**src/rtl/bus_uart_tx_pkg.sv**
```systemverilog
// Shared types and constants for the memory-mapped UART transmitter.
package bus_uart_tx_pkg;

    localparam int unsigned BUS_W    = 32;
    localparam int unsigned BYTE_W   = 8;
    localparam int unsigned BAUD_W   = 16;
    localparam int unsigned BIT_IDX_W = 3;

    typedef enum logic [1:0] {
        IDLE  = 2'd0,
        START = 2'd1,
        DATA  = 2'd2,
        STOP  = 2'd3
    } tx_state_t;

    // Register offsets selected by bus_address[2]
    localparam logic OFFSET_DATA   = 1'b0;
    localparam logic OFFSET_STATUS = 1'b1;

    localparam int unsigned STATUS_BUSY      = 0;
    localparam int unsigned STATUS_FULL      = 1;
    localparam int unsigned STATUS_EMPTY     = 2;
    localparam int unsigned STATUS_OVERFLOW  = 3;
    localparam int unsigned STATUS_COUNT_LSB = 8;

    typedef struct packed {
        logic [15:0] reserved_hi;
        logic [7:0]  count;
        logic [3:0]  reserved_lo;
        logic        overflow;
        logic        empty;
        logic        full;
        logic        busy;
    } status_reg_t;

endpackage

```
**src/rtl/bus_uart_tx_if.sv**
```systemverilog
// Core data-bus port of the UART transmitter register block.
interface bus_uart_tx_if;
    logic [31:0] bus_address;
    logic [31:0] bus_write_data;
    logic [3:0]  bus_byte_enable;
    logic        bus_read_enable;
    logic        bus_write_enable;
    logic [31:0] bus_read_data;
    logic        bus_hit;

    modport master (
        output bus_address, bus_write_data, bus_byte_enable,
               bus_read_enable, bus_write_enable,
        input  bus_read_data, bus_hit
    );

    modport slave (
        input  bus_address, bus_write_data, bus_byte_enable,
               bus_read_enable, bus_write_enable,
        output bus_read_data, bus_hit
    );
endinterface

```
**src/rtl/bus_uart_tx_fifo.sv**
```systemverilog
// Transmit byte FIFO with show-ahead head data; push while full is accepted only alongside a pop.
module uart_tx_fifo #(
    parameter int unsigned DEPTH = 8,
    parameter int unsigned CNT_W = $clog2(DEPTH) + 1
) (
    input  logic             clock,
    input  logic             reset,
    input  logic             push,
    input  logic [7:0]       push_data,
    input  logic             pop,
    output logic [7:0]       data,
    output logic [CNT_W-1:0] count,
    output logic             full,
    output logic             empty
);

    localparam int unsigned PTR_W = $clog2(DEPTH);

    logic [7:0]       mem [DEPTH];
    logic [PTR_W-1:0] wr_ptr;
    logic [PTR_W-1:0] rd_ptr;
    logic             do_push_c;
    logic             do_pop_c;
    logic [CNT_W-1:0] count_next_c;

    assign do_pop_c  = pop && !empty;
    assign do_push_c = push && (!full || do_pop_c);
    assign data      = mem[rd_ptr];

    always_comb begin
        count_next_c = count;
        if (do_push_c && !do_pop_c) begin
            count_next_c = count + CNT_W'(1);
        end else if (do_pop_c && !do_push_c) begin
            count_next_c = count - CNT_W'(1);
        end
    end

    // Storage is not reset; occupancy and pointers define validity
    always_ff @(posedge clock) begin
        if (do_push_c) begin
            mem[wr_ptr] <= push_data;
        end
    end

    always_ff @(posedge clock or posedge reset) begin
        if (reset) begin
            wr_ptr <= '0;
            rd_ptr <= '0;
            count  <= '0;
            full   <= 1'b0;
            empty  <= 1'b1;
        end else begin
            if (do_push_c) wr_ptr <= wr_ptr + PTR_W'(1);
            if (do_pop_c)  rd_ptr <= rd_ptr + PTR_W'(1);
            count <= count_next_c;
            full  <= (count_next_c == CNT_W'(DEPTH));
            empty <= (count_next_c == CNT_W'(0));
        end
    end

endmodule

```
**src/rtl/bus_uart_tx.sv**
```systemverilog
// Memory-mapped 8N1 UART transmitter: DATA register feeds a FIFO, STATUS reports FIFO/FSM state.
module bus_uart_tx
    import bus_uart_tx_pkg::*;
#(
    parameter logic [31:0] BASE_ADDRESS = 32'h8000_0000,
    parameter int unsigned CLKS_PER_BIT = 434,
    parameter int unsigned FIFO_DEPTH   = 8
) (
    input  logic          clock,
    input  logic          reset,
    bus_uart_tx_if.slave  bus,
    output logic          uart_tx
);

    localparam int unsigned CNT_W = $clog2(FIFO_DEPTH) + 1;

    tx_state_t              state;
    logic [BAUD_W-1:0]      baud;
    logic [BIT_IDX_W-1:0]   bit_idx;
    logic [BYTE_W-1:0]      shift;
    logic                   overflow;

    logic                   fifo_full;
    logic                   fifo_empty;
    logic [CNT_W-1:0]       fifo_count;
    logic [BYTE_W-1:0]      fifo_data;

    logic                   hit_c;
    logic                   push_c;
    logic                   pop_c;
    logic                   baud_last_c;
    logic                   status_clear_c;
    logic                   overflow_set_c;
    status_reg_t            status_c;
    logic                   unused_bus_bits;

    // Address decode; bits [2:0] of the base are don't-care
    assign hit_c = (bus.bus_address[31:3] == BASE_ADDRESS[31:3]) &&
                   (bus.bus_read_enable || bus.bus_write_enable);

    assign push_c = hit_c && bus.bus_write_enable &&
                    (bus.bus_address[2] == OFFSET_DATA) && bus.bus_byte_enable[0];
    assign status_clear_c = hit_c && bus.bus_write_enable &&
                            (bus.bus_address[2] == OFFSET_STATUS);

    assign baud_last_c = (baud == BAUD_W'(CLKS_PER_BIT - 1));
    assign pop_c = !fifo_empty &&
                   ((state == IDLE) || ((state == STOP) && baud_last_c));

    assign overflow_set_c = push_c && fifo_full && !pop_c;

    assign unused_bus_bits = ^{bus.bus_write_data[31:8], bus.bus_byte_enable[3:1],
                               bus.bus_address[1:0]};

    always_comb begin
        status_c          = '0;
        status_c.count    = 8'(fifo_count);
        status_c.overflow = overflow;
        status_c.empty    = fifo_empty;
        status_c.full     = fifo_full;
        status_c.busy     = (state != IDLE);
    end

    uart_tx_fifo #(
        .DEPTH (FIFO_DEPTH),
        .CNT_W (CNT_W)
    ) u_fifo (
        .clock     (clock),
        .reset     (reset),
        .push      (push_c),
        .push_data (bus.bus_write_data[7:0]),
        .pop       (pop_c),
        .data      (fifo_data),
        .count     (fifo_count),
        .full      (fifo_full),
        .empty     (fifo_empty)
    );

    // Register interface: loads observe the pre-store state of the same cycle
    always_ff @(posedge clock or posedge reset) begin
        if (reset) begin
            bus.bus_read_data <= '0;
            bus.bus_hit       <= 1'b0;
            overflow          <= 1'b0;
        end else begin
            bus.bus_hit       <= hit_c;
            bus.bus_read_data <= '0;
            if (hit_c && bus.bus_read_enable && (bus.bus_address[2] == OFFSET_STATUS)) begin
                bus.bus_read_data <= 32'(status_c);
            end
            if (overflow_set_c) begin
                overflow <= 1'b1;
            end else if (status_clear_c) begin
                overflow <= 1'b0;
            end
        end
    end

    // Frame FSM; uart_tx follows the state by one cycle
    always_ff @(posedge clock or posedge reset) begin
        if (reset) begin
            state   <= IDLE;
            baud    <= '0;
            bit_idx <= '0;
            shift   <= '0;
            uart_tx <= 1'b1;
        end else begin
            case (state)
                IDLE: begin
                    uart_tx <= 1'b1;
                    baud    <= '0;
                    if (!fifo_empty) begin
                        shift <= fifo_data;
                        state <= START;
                    end
                end
                START: begin
                    uart_tx <= 1'b0;
                    if (baud_last_c) begin
                        baud    <= '0;
                        bit_idx <= '0;
                        state   <= DATA;
                    end else begin
                        baud <= baud + BAUD_W'(1);
                    end
                end
                DATA: begin
                    uart_tx <= shift[0];
                    if (baud_last_c) begin
                        baud  <= '0;
                        shift <= {1'b0, shift[7:1]};
                        if (bit_idx == BIT_IDX_W'(7)) begin
                            state <= STOP;
                        end else begin
                            bit_idx <= bit_idx + BIT_IDX_W'(1);
                        end
                    end else begin
                        baud <= baud + BAUD_W'(1);
                    end
                end
                STOP: begin
                    uart_tx <= 1'b1;
                    if (baud_last_c) begin
                        baud <= '0;
                        if (!fifo_empty) begin
                            shift <= fifo_data;
                            state <= START;
                        end else begin
                            state <= IDLE;
                        end
                    end else begin
                        baud <= baud + BAUD_W'(1);
                    end
                end
                default: begin
                    state   <= IDLE;
                    uart_tx <= 1'b1;
                end
            endcase
        end
    end

endmodule

```
**src/flat_wrapper.sv**
```systemverilog
// flat-port wrapper written by rule: the top's interface ports become plain ports
module bus_uart_tx_flat import bus_uart_tx_pkg::*;
#(
    parameter logic [31:0] BASE_ADDRESS = 32'h8000_0000,
    parameter int unsigned CLKS_PER_BIT = 434,
    parameter int unsigned FIFO_DEPTH   = 8
)
  (clock, reset, uart_tx, bus_bus_address, bus_bus_write_data, bus_bus_byte_enable, bus_bus_read_enable, bus_bus_write_enable, bus_bus_read_data, bus_bus_hit);
  bus_uart_tx_if bus_i ();
  input  logic clock;
  input  logic reset;
  output logic uart_tx;
  input wire logic [$bits(bus_i.bus_address)-1:0] bus_bus_address;
  input wire logic [$bits(bus_i.bus_write_data)-1:0] bus_bus_write_data;
  input wire logic [$bits(bus_i.bus_byte_enable)-1:0] bus_bus_byte_enable;
  input wire logic [$bits(bus_i.bus_read_enable)-1:0] bus_bus_read_enable;
  input wire logic [$bits(bus_i.bus_write_enable)-1:0] bus_bus_write_enable;
  output wire logic [$bits(bus_i.bus_read_data)-1:0] bus_bus_read_data;
  output wire logic [$bits(bus_i.bus_hit)-1:0] bus_bus_hit;
  assign bus_i.bus_address = bus_bus_address;
  assign bus_i.bus_write_data = bus_bus_write_data;
  assign bus_i.bus_byte_enable = bus_bus_byte_enable;
  assign bus_i.bus_read_enable = bus_bus_read_enable;
  assign bus_i.bus_write_enable = bus_bus_write_enable;
  assign bus_bus_read_data = bus_i.bus_read_data;
  assign bus_bus_hit = bus_i.bus_hit;
  bus_uart_tx #(.BASE_ADDRESS(BASE_ADDRESS), .CLKS_PER_BIT(CLKS_PER_BIT), .FIFO_DEPTH(FIFO_DEPTH)) u_core (.clock(clock), .reset(reset), .bus(bus_i), .uart_tx(uart_tx));
endmodule
```
**config.mk**
```make
export PLATFORM = sky130hd
export DESIGN_NAME = bus_uart_tx_flat
export DESIGN_NICKNAME = d
export VERILOG_FILES = /design/src/rtl/bus_uart_tx_pkg.sv /design/src/rtl/bus_uart_tx_if.sv /design/src/rtl/bus_uart_tx_fifo.sv /design/src/rtl/bus_uart_tx.sv /design/src/flat_wrapper.sv
export SDC_FILE = /design/constraint.sdc
export NUM_CORES = 1
export LEC_CHECK = 0
export ABC_AREA = 1
export CAP_MARGIN = 30
export CORE_MARGIN = 1.5
export CORE_UTILIZATION = 52
export DETAILED_ROUTE_END_ITERATION = 8
export PLACE_DENSITY = 0.8
export SLEW_MARGIN = 20
export SYNTH_ARGS = -nofsm -noshare
export SYNTH_HDL_FRONTEND = slang
export SYNTH_SLANG_ARGS = --single-unit
```
**constraint.sdc**
```tcl
create_clock -name clock -period 3.5 [get_ports clock]
set_clock_uncertainty 0.15 [all_clocks]
set_input_delay 0.35 -clock clock [delete_from_list [all_inputs] [get_ports clock]]
set_output_delay 0.35 -clock clock [all_outputs]
set_load 0.01 [all_outputs]
```
==> results of run 1 <==
==> per-layer routing <==
metal	share of wire	up-vias	track usage	routed length, um
li1	-	1905	-	-
met1	0.39	1973	0.277	4790
met2	0.53	171	0.418	6530
met3	0.057	32	0.0624	707
met4	0.026	0	0.107	327
met5	0	-	0	0
==> per-stage QoR <==
step / cells / worst slack [ns] / hold slack, ns / instance area [um^2] / total power, mW
2_1_floorplan: 555 / 0.726 / 0.299 / 5470 / 1.52
3_3_place_gp: 713 / 0.732 / 0.315 / 5990 / 1.56
3_5_place_dp: 714 / 0.664 / 0.327 / 6020 / 1.56
4_1_cts: 746 / 0.718 / 0.141 / 6630 / 3.33
5_1_grt: 747 / 0.561 / 0.165 / 6640 / 3.41
6_report: 747 / 0.714 / 0.122 / 6640 / 3.32
==> logic make-up (layout without fill, tap and decap cells) <==
group	after synthesis	in the layout	share of synthesized area
adders and majority gates	13	13	0.0302
buffers and inverters	85	144	0.0770
DFF	116	116	0.600
and+or+nand+nor	209	209	0.169
xor gates and xnor gates	9	9	0.0147
other	1	24	0.000697
AOI/OAI and AO/OA	99	99	0.109
==> power by group through the flow <==
| stage | logic, mW | clock network, mW | registers [mW] |
|---|---|---|---|
| finish | 0.0926 | 1.78 | 1.45 |
| global route | 0.102 | 1.86 | 1.44 |
| CTS | 0.0932 | 1.79 | 1.45 |
| detailed placement | 0.0922 | 0 | 1.47 |
| global placement | 0.0848 | 0 | 1.47 |
| floorplan | 0.0471 | 0 | 1.47 |
==> synthesized netlist by cell type (all sizes together) <==
master and number:
nand3b 1, inv 46, xor2 9, or2 2, edfxtp 64, clkbuf 10, o22ai 16, ha 13
o21ai 53, nor4 1, o31ai 1, nand2 72, buf 26, nor3b 3, a21oi 15, nand3 21
conb 1, clkinv 3, a31oi 1, dfstp 2, o211ai 8, dfrtp 50, nor3 15, o21a 2
nor2 89, a211oi 1, nand4 5, a32o 2
==> cell type report <==
| cell class | count | area [um^2] | share of cell area |
|---|---|---|---|
| multi-input combinational | 354 | 1830 | 0.275 |
| timing repair buffer | 63 | 631 | 0.0950 |
| clock buffer | 19 | 422 | 0.0635 |
| inverter | 49 | 185 | 0.0279 |
| sequential | 116 | 3230 | 0.486 |
| clock inverter | 13 | 184 | 0.0277 |
| tap | 133 | 166 | 0.0251 |
==> sequential cells by signal (all words and copies together), names as in the netlist <==
signal / flops
u_core.state: 2
u_core.bit_idx: 3
u_core.uart_tx: 1
u_core.baud: 16
u_core.u_fifo.wr_ptr: 3
u_core.u_fifo.full: 1
u_core.shift: 8
u_core.bus.bus_read_data: 8
u_core.u_fifo.empty: 1
u_core.u_fifo.mem: 64
u_core.u_fifo.count: 4
u_core.u_fifo.rd_ptr: 3
u_core.bus.bus_hit: 1
u_core.overflow: 1
==> worst max-delay path, stage by stage, from the launching register on <==
cell and delay, ns:
sky130_fd_sc_hd__dfrtp_1 0.40, sky130_fd_sc_hd__inv_1 0.16, sky130_fd_sc_hd__ha_1 0.39, sky130_fd_sc_hd__inv_1 0.13, sky130_fd_sc_hd__nand2_4 0.16, sky130_fd_sc_hd__nand2_4 0.10
sky130_fd_sc_hd__a21oi_4 0.23, sky130_fd_sc_hd__inv_2 0.05, sky130_fd_sc_hd__or2_4 0.25, sky130_fd_sc_hd__nor3_1 0.20, sky130_fd_sc_hd__buf_4 0.25
==> how the worst min path moves through the flow <==
stage	start	end	slack [ns]	depth (start not counted)
after global routing	reset	u_core.u_fifo.count[3]	0.16	2
final	reset	u_core.bus.bus_read_data[9]	0.12	2
after CTS	reset	u_core.bus.bus_read_data[9]	0.14	2
after floorplan	bus_bus_write_data[0]	u_core.u_fifo.mem[0][0]	0.30	0
after detailed placement	u_core.overflow	u_core.overflow	0.33	2
after global placement	u_core.overflow	u_core.overflow	0.31	2
==> results by stage, run 1 <==
Clocking:
- The clock tree from TritonCTS is done.
- For the worst-skew pair, the clock arrives at the later sink with an insertion delay of 0.52 ns.
- After clock tree synthesis, the repair step resized 0 gates.
- The setup fix buffers added after clock tree synthesis is 0.
- In this run, CTS created clock tree buffers numbering 17.
- The number of buffers inserted by hold repair at cts is 0.
- The TritonCTS sink count is 116.
- The clock-pin slew on the worst setup and hold paths is 0.06 ns.
- The clock root buffer master is sky130_fd_sc_hd__clkbuf_8.
- CTS built an H-tree with a depth of 4.
- The clock passes through at most 2 buffers.

Routing:
- The remaining routing DRC violations is 0.
- Detailed routing inserted a total of 4,081 vias.
- After the first detailed-routing iteration, the DRC count stood at 273.
- The remaining antenna violation count after routing is 0.
- Dividing the detail-routed wire length by the instance count gives 16.5 um.
- The average via count per standard cell is 5.46.
- The total length of routed wires is 12,400 um.
- The iteration count of the initial detailed-routing pass is 5.

Power:
- The leakage dissipation is 2.74 nW.
- The switching portion of total power is 0.202.
- Of the total power, the clock network draws 0.536.
- For this design the total switching power over the nets is 0.670 mW.
- Across the VDD grid, the largest voltage drop is 0.397 mV.
- The internal power is 2.65 mW.
- The combinational fraction of design power is 0.028.
- Of the total power, registers draw 0.436.
- The power density over the cells is 499 nW/um^2.

Floorplanning:
- The starting density of the core is 0.543.
- The number of placement rows is 36.
- For this design the top-level I/O count stands at 106.
- The floorplan step set the die width to 105 um.
- The standard cell core area is 9910 um^2.
- From bottom edge to top edge, the die measures 105 um.
- The floorplan die area is 11,000 um^2.

Yosys:
- The sequential element share of the synthesized area is 0.600.
- The number of distinct standard cells referenced by the synthesized netlist is 40.
- Averaged over all synthesized cells, the footprint is 10.1 um^2.
- After synthesis the netlist holds a flip-flop and latch count of 116.
- The area share of the largest cell type after synthesis is 0.357.
- The biggest area consumer among synthesized cells is sky130_fd_sc_hd__edfxtp_1.
- The count of synthesis-stage warnings from yosys is 0.
- The cell area after synthesis is 5380 um^2.
- Synthesis handed over a netlist of 532 instances.
- Ranked by total cell area, the synthesized netlist is headed by sky130_fd_sc_hd__edfxtp_1, sky130_fd_sc_hd__dfrtp_1, sky130_fd_sc_hd__nor2_1.

STA:
- The number of max-slew violations in the final report is 0.
- The relative slew slack is 0.529.
- The transition time at the pin with the least slew margin is 0.705 ns.
- Based on the critical path, the design can be clocked at up to 359 MHz.
- Dividing the final minimum period by the clock period gives 0.796.
- Setup repair after global routing left no endpoint under its margin.
- Counting I/O delays and the setup requirement, the final critical path takes 2.79 ns.
- The count of final hold-check violations is 0.
- Setup violations remaining at the end of the flow were counted as 0.
- Setup total negative slack on the finished layout was measured at 0 ns.

Min path:
- The kind of path behind the tightest hold check is input port to async pin.

Setup path:
- The startpoint-to-endpoint class of the critical path is register to register.
- The endpoint identified for the worst register-to-register timing path is u_core.u_fifo.mem[4][3].
- The most critical setup path has its endpoint at u_core.u_fifo.mem[4][3].
- Data on the critical path is required at its endpoint by 3.57 ns.
- Counting cells, the worst reg-to-reg path comes to 10.
- The sort of element at the start of the critical path is a register.
- STA classifies the critical path endpoint as a register.
- The worst setup path startpoint is u_core.state[0].
- The data arrival time of the critical path is 2.85 ns.
- The setup slack on the worst flop-to-flop path is 0.71 ns.
- Along the worst path, the maximum fanout reaches 9.
- The worst register-to-register path begins at u_core.state[0].

Finish:
- The layout-stage area growth over the synthesis result is 23.4%.
- Of the cells placed in the final design, the portion with a size suffix greater than 1 is 0.103.
- The filler cell count in the final layout is 724.
- The final antenna diode count is 0.
- Leaving out fill and tap cells, the most frequent cell in the layout is sky130_fd_sc_hd__nor2_1.
- The library cells used most frequently in the layout, excluding fill and tap cells, are sky130_fd_sc_hd__nor2_1, sky130_fd_sc_hd__nand2_1, sky130_fd_sc_hd__edfxtp_1.
- The number of nets in the layout is 686.
- The final standard cell utilization of the core is 0.670.

Placed design:
- The count of input and output buffers is 52.
- The post-DP HPWL is 7600 um.
- Routability-driven placement finished with a final weighted congestion of 0.793.

Global routing:
- Entering global routing, the biggest net connects 35 pins.
- The number of global-route vias before repair was 4,194.
- The number of antenna violations at the first check in global routing is 0.
- The total overflow left after global routing is 0.
- The aggregate global-route resource usage is 0.239.
- The wire length of the first global-routing pass is 20,000 um.

Status:
- The run finished with clean final reports.

Job:
- The tool flagged a number of max-cap violations equal to 0.
Power figures use the tool's default switching activity.
==> run 2, diff against run 1 <==
--- a/config.mk
+++ b/config.mk
@@ -8,9 +8,9 @@
 export ABC_AREA = 1
 export CAP_MARGIN = 30
 export CORE_MARGIN = 1.5
-export CORE_UTILIZATION = 52
+export CORE_UTILIZATION = 47
 export DETAILED_ROUTE_END_ITERATION = 8
-export PLACE_DENSITY = 0.8
+export PLACE_DENSITY = 0.77
 export SLEW_MARGIN = 20
 export SYNTH_ARGS = -nofsm -noshare
 export SYNTH_HDL_FRONTEND = slang
==> constraint.sdc (replaced) <==
create_clock -name clock -period 2.25 [get_ports clock]
set_clock_uncertainty 0.15 [all_clocks]
set_input_delay 0.225 -clock clock [delete_from_list [all_inputs] [get_ports clock]]
set_output_delay 0.225 -clock clock [all_outputs]
set_load 0.01 [all_outputs]
==> results by stage, run 2 (synthesis results as in run 1) <==
STA:
- The transition time at the pin with the least slew margin is 0.531 ns (-0.174 ns).
- The post-layout minimum cycle time is 2.27 ns (-0.518 ns).
- The worst hold slack is 0.342 ns (+0.220 ns).
- The count of final setup violators came to 24 (+24).
- The final critical-path share of the clock period is 1.01 (+0.212).
- The count of final hold-check violations is 0 (unchanged).
- The relative slew slack was 0.645 (+0.116).
- The fmax was 441 MHz (+23%).
- The number of max-slew violations in the final report was 0 (unchanged).
- The post-route worst setup slack is -0.0172 ns (-0.732 ns).
- Setup repair after global routing could not meet its margin everywhere.

Clocking:
- The clock root buffer master is sky130_fd_sc_hd__clkbuf_16.
- The clock-pin slew on the worst setup and hold paths is 0.06 ns (about the same).
- The TritonCTS sink count is 116 (unchanged).
- The total clock buffers created by CTS was 17 (unchanged).
- The insertion delay to the later sink of the worst-skew pair is 0.42 ns (-0.10 ns).
- The H-tree depth came to 4 (unchanged).
- The number of buffers on the longest clock path came to 2 (unchanged).
- TritonCTS built the clock tree.

Finish:
- The filler cell count in the final layout came to 780 (+7.7%).
- In the layout the commonest cells are sky130_fd_sc_hd__nor2_1, sky130_fd_sc_hd__nand2_1, sky130_fd_sc_hd__edfxtp_1.
- The final standard cell utilization of the core is 0.652 (-0.0186).
- The final antenna diode count came to 0 (unchanged).
- The largest registers in the layout are u_core.u_fifo.mem x64, u_core.baud x16.
- The number of nets in the layout came to 724 (+5.5%).
- The flip-flop count of the largest register, all copies and words added is 64 (unchanged).
- The top register by number of flip-flops is u_core.u_fifo.mem.
- The most common library cell in the layout ignoring fill and taps is sky130_fd_sc_hd__nor2_1.
- The proportion of layout cells with a drive suffix above 1 is 0.181 (+0.0784).
- The layout-stage area growth over the synthesis result is 33.0%.

Routing:
- The iteration count of the initial detailed-routing pass is 5 (unchanged).
- The average via count per standard cell came to 5.29 (-3.1%).
- The routed length per instance is 15.3 um (-7.7%).
- The remaining routing DRC violations is 0 (unchanged).
- The total length of routed wires is 12,100 um (-2.1%).
- The total number of vias came to 4,191 (+2.7%).
- The number of DRC markers after the initial detailed-route iteration is 387 (+42%).
- The remaining antenna violation count after routing is 0 (unchanged).

Global routing:
- The number of antenna violations at the first check in global routing is 0 (unchanged).
- The wire length of the first global-routing pass is 19,300 um (-3.7%).
- The aggregate global-route resource usage is 0.213 (-0.0264).
- The number of global-route vias before repair is 3,975 (-5.2%).
- The maximum number of pins on one net before global-route repair is 34 (-2.9%).
- The total overflow reported by the global router is 0 (unchanged).

Floorplanning:
- The number of top-level pins is 106 (unchanged).
- The number of placement rows came to 38 (+5.6%).
- The standard cell core area is 11,000 um^2 (+11%).
- The starting density of the core is 0.490 (-0.0531).
- The floorplan die area is 12,100 um^2 (+10%).
- The vertical die dimension is 110 um (+5.0%).
- The width of the die is 110 um (+5.0%).

Setup path:
- In this run the critical register-to-register path is captured at u_core.u_fifo.mem[4][7].
- The endpoint required time on the critical path was 2.23 ns (-1.34 ns).
- The critical path in this run is classified as register to register.
- The count of cells along the worst register-to-register path is 12 (+2).
- STA classifies the critical path endpoint as a register.
- The data arrival time of the critical path is 2.25 ns (-0.60 ns).
- The setup slack on the worst flop-to-flop path is -0.02 ns (-0.73 ns).
- The sort of element at the start of the critical path is a register.
- The largest fanout of any net on the critical path came to 8 (-1).
- In this run the critical register-to-register path is launched from u_core.baud[1].

Power:
- The power density over the cells is 730 nW/um^2 (+46%).
- The worst-case vdd ir drop is 0.723 mV (+82%).
- The leakage dissipation is 3.00 nW (+9.6%).

Min path:
- The path with the worst hold slack has its endpoint at u_core.bus.bus_hit.
- The worst hold path begins at bus_bus_address[31].
- The kind of path behind the tightest hold check is input port to register.
- The worst hold path was traced through 5 stages.

Placed design:
- The count of input and output buffers is 52 (unchanged).
- The placer congestion estimate is 0.796 (+0.42%).
- The post-DP HPWL is 7970 um (+4.9%).

Status:
- The checks that failed: negative setup slack.
- The run finished, with violations left.

Job:
- The number of max-cap violations is 0 (unchanged).
## run 2: how the worst max path moves through the flow
stage,startpoint,end,slack (ns),cells past startpoint
3_5_place_dp,bus_bus_address[18],u_core.u_fifo.mem[2][1],-0.33,12
3_3_place_gp,bus_bus_address[22],u_core.u_fifo.mem[2][6],-0.28,12
2_1_floorplan,u_core.baud[1],u_core.u_fifo.mem[2][0],-0.09,11
5_1_grt,u_core.baud[1],u_core.u_fifo.mem[2][7],-0.18,12
6_report,u_core.baud[1],u_core.u_fifo.mem[4][7],-0.02,12
4_1_cts,u_core.baud[1],u_core.u_fifo.mem[2][0],-0.04,12
## run 2: routing by layer
metal | routed length, um | GRT usage | up-vias
met5 | 0 | 0 | -
met4 | 218 | 0.0826 | 0
met3 | 607 | 0.0553 | 21
met2 | 6180 | 0.353 | 143
met1 | 5080 | 0.268 | 2036
li1 | - | - | 1991
## run 2: where the power goes
| group | switching (mW) | internal (mW) |
|---|---|---|
| logic | 0.0725 | 0.0780 |
| clock network | 1.06 | 1.77 |
| registers | 0.000309 | 2.25 |
## run 2: layout make-up
type / count / area, um^2 / share of cell area
Clock buffer: 17 / 425 / 0.0595
Multi-Input combinational cell: 354 / 1970 / 0.275
Timing Repair Buffer: 101 / 983 / 0.137
Inverter: 49 / 186 / 0.0261
Sequential cell: 116 / 3230 / 0.451
Clock inverter: 15 / 194 / 0.0271
Tap cell: 140 / 175 / 0.0245
## run 2: through the flow
step                      total power [mW]  area [um^2]  TNS [ns]  setup WS, ns  cells
final                                 5.23         7160    -0.323       -0.0172    792
after global routing                  5.37         7160     -9.38        -0.181    792
after CTS                             5.25         7050    -0.839       -0.0359    790
after detailed placement              2.44         6400    -18.30        -0.331    756
after global placement                2.43         6400    -14.93        -0.278    756
after floorplan                       2.36         5530     -1.33       -0.0909    555
## run 2: critical path, stage by stage, from the launching register on
cell	delay [ns]
sky130_fd_sc_hd__dfrtp_1	0.37
sky130_fd_sc_hd__inv_1	0.06
sky130_fd_sc_hd__ha_2	0.17
sky130_fd_sc_hd__nand3b_1	0.09
sky130_fd_sc_hd__nor2_2	0.10
sky130_fd_sc_hd__nand2_2	0.08
sky130_fd_sc_hd__nand2_4	0.07
sky130_fd_sc_hd__nand2_4	0.06
sky130_fd_sc_hd__a21oi_4	0.13
sky130_fd_sc_hd__inv_2	0.05
sky130_fd_sc_hd__or2_4	0.30
sky130_fd_sc_hd__nor3_4	0.17
sky130_fd_sc_hd__buf_12	0.17
## run 2: repair_timing
action	in CTS	in global routing
hold endpoints to repair	18	0
buffers inserted	1	2
hold buffers	1	0
endpoints found under the setup margin	64	69
gates resized for setup	4	19
pin swaps	5	1
